File: config.mk
export PLATFORM = sky130hd
export DESIGN_NAME = btn_conditioner_flat
export DESIGN_NICKNAME = d
export VERILOG_FILES = /design/src/rtl/btn_pkg.sv /design/src/rtl/btn_conditioner_if.sv /design/src/rtl/btn_conditioner_chan.sv /design/src/rtl/btn_conditioner.sv /design/src/flat_wrapper.sv
export SDC_FILE = /design/constraint.sdc
export NUM_CORES = 1
export LEC_CHECK = 0
export BUFFER_PORTS_ARGS = -buffer_cell sky130_fd_sc_hd__buf_2
export CAP_MARGIN = 30
export CORE_UTILIZATION = 45
export CTS_BUF_LIST = sky130_fd_sc_hd__clkbuf_8
export CTS_CLUSTER_DIAMETER = 30
export DETAILED_ROUTE_END_ITERATION = 8
export PLACE_DENSITY_LB_ADDON = 0.1
export SLEW_MARGIN = 20
export SYNTH_ARGS = -nofsm -noshare
export SYNTH_HDL_FRONTEND = slang
export SYNTH_HIERARCHICAL = 1
export SYNTH_SLANG_ARGS = --single-unit
File: constraint.sdc
create_clock -name sysclk -period 3.2 [get_ports sysclk]
set_input_delay 0.32 -clock sysclk [delete_from_list [all_inputs] [get_ports sysclk]]
set_output_delay 0.32 -clock sysclk [all_outputs]
set_load 0.01 [all_outputs]
File: src/rtl/btn_pkg.sv
// Shared constants and types for the push-button conditioner.
// Default timing targets the 12 MHz board clock.
package btn_pkg;

    localparam int CLK_HZ = 12_000_000;

    function automatic int ms_to_cycles(input int ms);
        return (CLK_HZ / 1000) * ms;
    endfunction

    function automatic int max2(input int a, input int b);
        return (a > b) ? a : b;
    endfunction

    localparam int DEF_DEBOUNCE      = ms_to_cycles(10);
    localparam int DEF_REPEAT_DELAY  = ms_to_cycles(500);
    localparam int DEF_REPEAT_PERIOD = ms_to_cycles(100);

    typedef enum logic [1:0] {
        IDLE,
        HOLD,
        REPEAT
    } rep_state_t;

endpackage

File: src/rtl/btn_conditioner_if.sv
// Button pins in, conditioned levels and pulses out.
// The master side drives the pins; the conditioner is the slave.
interface btn_conditioner_if #(
    parameter int N_BTN = 2
);
    logic [N_BTN-1:0] btn_in;
    logic [N_BTN-1:0] btn_level;
    logic [N_BTN-1:0] btn_press;
    logic [N_BTN-1:0] btn_release;
    logic [N_BTN-1:0] btn_repeat;
    logic [N_BTN-1:0] btn_step;

    modport master (
        output btn_in,
        input  btn_level,
        input  btn_press,
        input  btn_release,
        input  btn_repeat,
        input  btn_step
    );

    modport slave (
        input  btn_in,
        output btn_level,
        output btn_press,
        output btn_release,
        output btn_repeat,
        output btn_step
    );

endinterface

File: src/rtl/btn_conditioner_chan.sv
// One button channel: 2-FF synchroniser, debounce counter and
// auto-repeat FSM producing level, press/release/repeat/step pulses.
module btn_debounce_chan
    import btn_pkg::*;
#(
    parameter int DEBOUNCE_CYCLES = DEF_DEBOUNCE,
    parameter int REPEAT_DELAY    = DEF_REPEAT_DELAY,
    parameter int REPEAT_PERIOD   = DEF_REPEAT_PERIOD
) (
    input  logic i_clk,
    input  logic i_rst_n,
    input  logic i_btn,
    output logic o_level,
    output logic o_press,
    output logic o_release,
    output logic o_repeat,
    output logic o_step
);

    localparam int DB_W   = $clog2(DEBOUNCE_CYCLES);
    localparam int RC_MAX = max2(REPEAT_DELAY, REPEAT_PERIOD);
    localparam int RC_W   = $clog2(RC_MAX + 1);
    localparam bit RPT_EN = (REPEAT_DELAY != 0);

    localparam logic [DB_W-1:0] DB_LAST  = DB_W'(DEBOUNCE_CYCLES - 1);
    localparam logic [DB_W-1:0] DB_ONE   = DB_W'(1);
    localparam logic [RC_W-1:0] RC_ONE   = RC_W'(1);
    localparam logic [RC_W-1:0] PER_LAST = RC_W'(REPEAT_PERIOD - 1);
    localparam logic [RC_W-1:0] DLY_LAST =
        RC_W'(RPT_EN ? REPEAT_DELAY - 1 : 0);

    logic [1:0]      r_sync;
    logic [DB_W-1:0] r_db_cnt;
    logic            r_level;
    logic            r_press;
    logic            r_release;
    logic            r_repeat;
    logic            r_step;
    rep_state_t      r_state;
    logic [RC_W-1:0] r_rcnt;

    logic            w_sync;
    logic            w_diff;
    logic            w_flip;
    logic            w_rise;
    logic            w_fall;
    rep_state_t      w_state_nxt;
    logic [RC_W-1:0] w_rcnt_nxt;
    logic            w_rep_nxt;

    assign w_sync = r_sync[1];
    assign w_diff = w_sync ^ r_level;
    assign w_flip = w_diff && (r_db_cnt == DB_LAST);
    assign w_rise = w_flip & ~r_level;
    assign w_fall = w_flip & r_level;

    always_ff @(posedge i_clk or negedge i_rst_n) begin
        if (!i_rst_n) begin
            r_sync <= 2'b00;
        end else begin
            r_sync <= {r_sync[0], i_btn};
        end
    end

    always_ff @(posedge i_clk or negedge i_rst_n) begin
        if (!i_rst_n) begin
            r_db_cnt <= '0;
            r_level  <= 1'b0;
        end else if (!w_diff) begin
            r_db_cnt <= '0;
        end else if (w_flip) begin
            r_db_cnt <= '0;
            r_level  <= ~r_level;
        end else begin
            r_db_cnt <= r_db_cnt + DB_ONE;
        end
    end

    // A release on the same edge as a repeat expiry suppresses the repeat.
    always_comb begin
        w_state_nxt = r_state;
        w_rcnt_nxt  = r_rcnt;
        w_rep_nxt   = 1'b0;
        unique case (r_state)
            IDLE: begin
                if (w_rise) begin
                    w_state_nxt = HOLD;
                    w_rcnt_nxt  = '0;
                end
            end
            HOLD: begin
                if (RPT_EN) begin
                    if (r_rcnt == DLY_LAST) begin
                        w_rep_nxt   = 1'b1;
                        w_state_nxt = REPEAT;
                        w_rcnt_nxt  = '0;
                    end else begin
                        w_rcnt_nxt = r_rcnt + RC_ONE;
                    end
                end
            end
            REPEAT: begin
                if (r_rcnt == PER_LAST) begin
                    w_rep_nxt  = 1'b1;
                    w_rcnt_nxt = '0;
                end else begin
                    w_rcnt_nxt = r_rcnt + RC_ONE;
                end
            end
            default: begin
                w_state_nxt = IDLE;
                w_rcnt_nxt  = '0;
            end
        endcase
        if (w_fall) begin
            w_state_nxt = IDLE;
            w_rcnt_nxt  = '0;
            w_rep_nxt   = 1'b0;
        end
    end

    always_ff @(posedge i_clk or negedge i_rst_n) begin
        if (!i_rst_n) begin
            r_state <= IDLE;
            r_rcnt  <= '0;
        end else begin
            r_state <= w_state_nxt;
            r_rcnt  <= w_rcnt_nxt;
        end
    end

    always_ff @(posedge i_clk or negedge i_rst_n) begin
        if (!i_rst_n) begin
            r_press   <= 1'b0;
            r_release <= 1'b0;
            r_repeat  <= 1'b0;
            r_step    <= 1'b0;
        end else begin
            r_press   <= w_rise;
            r_release <= w_fall;
            r_repeat  <= w_rep_nxt;
            r_step    <= r_press | r_repeat;
        end
    end

    assign o_level   = r_level;
    assign o_press   = r_press;
    assign o_release = r_release;
    assign o_repeat  = r_repeat;
    assign o_step    = r_step;

endmodule

File: src/rtl/btn_conditioner.sv
// Push-button input stage: N_BTN independent conditioned channels
// feeding the blink-rate logic through btn_step.
module btn_conditioner
    import btn_pkg::*;
#(
    parameter int N_BTN           = 2,
    parameter int DEBOUNCE_CYCLES = DEF_DEBOUNCE,
    parameter int REPEAT_DELAY    = DEF_REPEAT_DELAY,
    parameter int REPEAT_PERIOD   = DEF_REPEAT_PERIOD
) (
    input  logic               sysclk,
    input  logic               rst_n,
    btn_conditioner_if.slave   bus
);

    logic [N_BTN-1:0] w_level;
    logic [N_BTN-1:0] w_press;
    logic [N_BTN-1:0] w_release;
    logic [N_BTN-1:0] w_repeat;
    logic [N_BTN-1:0] w_step;

    for (genvar g = 0; g < N_BTN; g++) begin : g_chan
        btn_debounce_chan #(
            .DEBOUNCE_CYCLES (DEBOUNCE_CYCLES),
            .REPEAT_DELAY    (REPEAT_DELAY),
            .REPEAT_PERIOD   (REPEAT_PERIOD)
        ) u_chan (
            .i_clk     (sysclk),
            .i_rst_n   (rst_n),
            .i_btn     (bus.btn_in[g]),
            .o_level   (w_level[g]),
            .o_press   (w_press[g]),
            .o_release (w_release[g]),
            .o_repeat  (w_repeat[g]),
            .o_step    (w_step[g])
        );
    end

    assign bus.btn_level   = w_level;
    assign bus.btn_press   = w_press;
    assign bus.btn_release = w_release;
    assign bus.btn_repeat  = w_repeat;
    assign bus.btn_step    = w_step;

endmodule

File: src/flat_wrapper.sv
// flat-port wrapper written by rule: the top's interface ports become plain ports
module btn_conditioner_flat import btn_pkg::*;
#(
    parameter int N_BTN           = 2,
    parameter int DEBOUNCE_CYCLES = DEF_DEBOUNCE,
    parameter int REPEAT_DELAY    = DEF_REPEAT_DELAY,
    parameter int REPEAT_PERIOD   = DEF_REPEAT_PERIOD
)
  (sysclk, rst_n, bus_btn_in, bus_btn_level, bus_btn_press, bus_btn_release, bus_btn_repeat, bus_btn_step);
  btn_conditioner_if #(.N_BTN(N_BTN)) bus_i ();
  input  logic sysclk;
  input  logic rst_n;
  input wire logic [$bits(bus_i.btn_in)-1:0] bus_btn_in;
  output wire logic [$bits(bus_i.btn_level)-1:0] bus_btn_level;
  output wire logic [$bits(bus_i.btn_press)-1:0] bus_btn_press;
  output wire logic [$bits(bus_i.btn_release)-1:0] bus_btn_release;
  output wire logic [$bits(bus_i.btn_repeat)-1:0] bus_btn_repeat;
  output wire logic [$bits(bus_i.btn_step)-1:0] bus_btn_step;
  assign bus_i.btn_in = bus_btn_in;
  assign bus_btn_level = bus_i.btn_level;
  assign bus_btn_press = bus_i.btn_press;
  assign bus_btn_release = bus_i.btn_release;
  assign bus_btn_repeat = bus_i.btn_repeat;
  assign bus_btn_step = bus_i.btn_step;
  btn_conditioner #(.N_BTN(N_BTN), .DEBOUNCE_CYCLES(DEBOUNCE_CYCLES), .REPEAT_DELAY(REPEAT_DELAY), .REPEAT_PERIOD(REPEAT_PERIOD)) u_core (.sysclk(sysclk), .rst_n(rst_n), .bus(bus_i));
endmodule
==> flow_metrics.py <==
metrics = {
    "timing": {
        "setup_repair_after_global_routing_missed_its_margin": "false",
        "skew_ps": 9.20,
        "timing_worst_slew_pin_value_ps": 967,
        "final.setup.tns_ps": 0,
        "final_period_minus_worst_setup_slack_ps": 2730,
        "timing.fmax_ghz": 0.367,
        "hold_fails_final_rpt": 0,
        "timing.final.crit_share_pct": 85.2,
        "drv_slew": 0,
        "setup_viol": 0,
        "max-slew-margin-rel_pct": 35.1,
        "hold_slack_ps": 26.0,
    },
    "clock_network": {
        "tritoncts": "built",
        "clk_pin_slew_worst_paths_ps": 90,
        "clock_path_buffers": 2,
        "post_cts.resized_instances": 0,
        "worst_skew_pair_latency_ps": 370,
        "holdBufCountCts": 0,
        "cts-buffers-inserted": 9,
        "post-cts-setup-buffer-count": 0,
        "root_buffer": "clkbuf_8",
        "h_tree_depth": 3,
        "cts_sinks": 98,
    },
    "detailed_routing": {
        "wl_per_cell_um": 14.4,
        "drtPass1Iterations": 4,
        "route.vias.total": 3893,
        "final_antenna_net_count": 0,
        "wl_um": 9850,
        "post-route-drc-count": 0,
        "route.detailed.vias_per_inst": 5.68,
        "number_of_design_rule_violations_left_by_the_first_detailed_router_iteration": 216,
    },
    "placement": {
        "detailedPlacementHpwl_um": 6590,
        "postPlaceCellArea_mm2": 0.00524,
        "dpl.cell_count": 669,
        "routabilityCongestion": 0.775,
        "port_buffers": 13,
    },
    "synth": {
        "synth_ff_type": "dfrtp_1",
        "yosys.area.top_type_share_pct": 48.4,
        "synth_area_per_cell_um2": 9.52,
        "synthDominantAreaCellType": "dfrtp_1",
        "synth_area_mm2": 0.00506,
        "synth.yosys.seq_area_share_pct": 48.4,
        "yosys-top-cells-count": "dfrtp_1, nand3_1, nand2_1",
        "yosysMostFrequentCell": "dfrtp_1",
        "synth_cells": 532,
        "synthArstFlopShare_pct": 100,
        "synthTopCellsByArea": "dfrtp_1, nand3_1, nand2_1",
        "synth_edf_count": 0,
        "synth_warn": 6,
        "synth_fp_nets": 548,
        "synth-seq-cells": 98,
        "netlist-cell-type-count": 40,
    },
    "pwr": {
        "static-leakage-power_uw": 0.00234,
        "max-vdd-ir-drop_mv": 0.271,
        "cellPowerDensity_mw_per_mm2": 415,
        "report.power.total_uw": 2280,
    },
    "floorplan": {
        "die_h_um": 108,
        "floorplan.initialDensity_pct": 46.5,
        "placeableCoreArea_mm2": 0.0109,
        "die_w_um": 108,
        "io_pins": 14,
        "std_cell_rows": 38,
        "die-area_mm2": 0.0117,
    },
    "setup_path": {
        "crit_fanout": 28,
        "crit_path_start_kind": "flip-flop",
        "setup.worst_path.end_class": "flip-flop",
        "critical_path_required_ps": 3500,
        "cp_data_arrival_time_ps": 3030,
        "worst-setup-path-type": "flip-flop to flip-flop",
    },
    "cells_and_area": {
        "nets": 556,
        "flow.area_growth_from_synthesis_pct": 8.48,
        "final_cell_area_mm2": 0.00549,
        "n_antenna_cell": 0,
        "post_route_cells_drive_above_1_share_pct": 7.16,
        "layout.cells.non_filler": 685,
    },
    "grt": {
        "grt_pass1_vias": 3665,
        "grt_first_pass_wirelength_um": 17200,
        "largest_net_degree_at_the_start_of_global_routing": 62,
        "global_route_usage_over_all_layers_pct": 18.8,
        "global_route.overflow_total": 0,
        "grt_antenna_before_repair": 0,
    },
    "flow_run": {
        "maxCapViolCount": 0,
    },
    "outcome": {
        "run_status": "completed",
    },
    "worst_hold_path": {
        "min_path_type": "input port to asynchronous set/reset pin",
    },
}
[cell usage in the layout (no fill, tap or decap), types with 12 or more instances in the layout]
master | synthesis | layout
o21ai_0 | 14 | 14
nand3_1 | 78 | 78
ha_1 | 12 | 12
xor2_1 | 22 | 22
nor3_1 | 14 | 14
buf_2 | 14 | 12
o311ai_0 | 14 | 14
xnor2_1 | 12 | 12
nand2_1 | 58 | 58
nor2_1 | 46 | 46
inv_1 | 12 | 12
dfrtp_1 | 98 | 98
and3_1 | 26 | 26
[power breakdown]
part | switching, µW | internal (µW) | total (µW)
clock | 437 | 542 | 979
combinational | 37.0 | 12.1 | 49.0
sequential | 7.18 | 1250 | 1250
total | 482 | 1800 | 2280
[kinds of logic (layout without fill, tap and decap cells)]
| family | count (synthesis) | count (layout) | share of synthesized area, % |
|---|---|---|---|
| AO/OA/AOI/OAI | 72 | 72 | 10.2 |
| XOR/XNOR | 34 | 34 | 5.88 |
| adder cells (fa/ha/maj) | 12 | 12 | 2.97 |
| buffers and inverters | 32 | 45 | 3.02 |
| flip-flops | 98 | 98 | 48.4 |
| multiplexers | 2 | 2 | 0.395 |
| AND/OR/NAND/NOR | 282 | 282 | 29.1 |
[path summary, 6_finish.rpt]
kind	cells after the start	endpoint	slack, ps	from
worst max-delay path	6	u_core/g_chan[1].u_chan/r_rcnt[17]	470	u_core/g_chan[1].u_chan/r_db_cnt[0]
worst min-delay path	1	u_core/g_chan[1].u_chan/o_step	30	rst_n
worst max register to register	6	u_core/g_chan[1].u_chan/r_rcnt[17]	470	u_core/g_chan[1].u_chan/r_db_cnt[0]
worst min register to register	0	u_core/g_chan[1].u_chan/r_sync[1]	370	u_core/g_chan[1].u_chan/r_sync[0]
max in group asynchronous	2	u_core/g_chan[0].u_chan/r_db_cnt[1]	2490	rst_n
min in group sysclk	1	u_core/g_chan[0].u_chan/r_sync[0]	50	bus_btn_in[0]
[registers in the layout, summed over array words and instances (netlist names)]
register / flops
u_core/g_chan.u_chan/o_release: 2
u_core/g_chan.u_chan/r_sync: 4
u_core/g_chan.u_chan/o_step: 2
u_core/g_chan.u_chan/r_state: 4
u_core/g_chan.u_chan/o_level: 2
u_core/g_chan.u_chan/r_rcnt: 46
u_core/g_chan.u_chan/o_repeat: 2
u_core/g_chan.u_chan/r_db_cnt: 34
u_core/g_chan.u_chan/o_press: 2
[stage by stage]
stage / setup slack [ps] / util (%)
floorplan: 952 / -
global placement: 548 / 48.1
detailed placement: 497 / 48.1
CTS: 465 / 50.4
global route: 255 / 50.4
finish: 475 / 50.4
[final cells by class]
| type | instances | area [µm²] |
|---|---|---|
| Clock buffer | 10 | 138 |
| Clock inverter | 6 | 114 |
| Fill cell | 1008 | 5400 |
| Inverter | 12 | 45.0 |
| Multi-Input combinational cell | 402 | 2460 |
| Sequential cell | 98 | 2450 |
| Tap cell | 140 | 175 |
| Timing Repair Buffer | 17 | 110 |
[metal layers]
| metal | part of all wire, % | vias to the layer above | track usage [%] |
|---|---|---|---|
| met5 | 0 | - | 0 |
| met4 | 1.5 | 0 | 7.93 |
| met3 | 3.0 | 9 | 3.38 |
| met2 | 44 | 47 | 28.6 |
| met1 | 51 | 1877 | 26.3 |
| li1 | - | 1960 | - |
[worst max-delay path: stages, from the launching register on]
cell	delay, ps
dfrtp_1	390
ha_1	230
nand4b_1	110
or4_1	630
o21a_1	570
or4_1	640
nand3_1	100
Note: power is estimated with default switching activity, not from simulation.
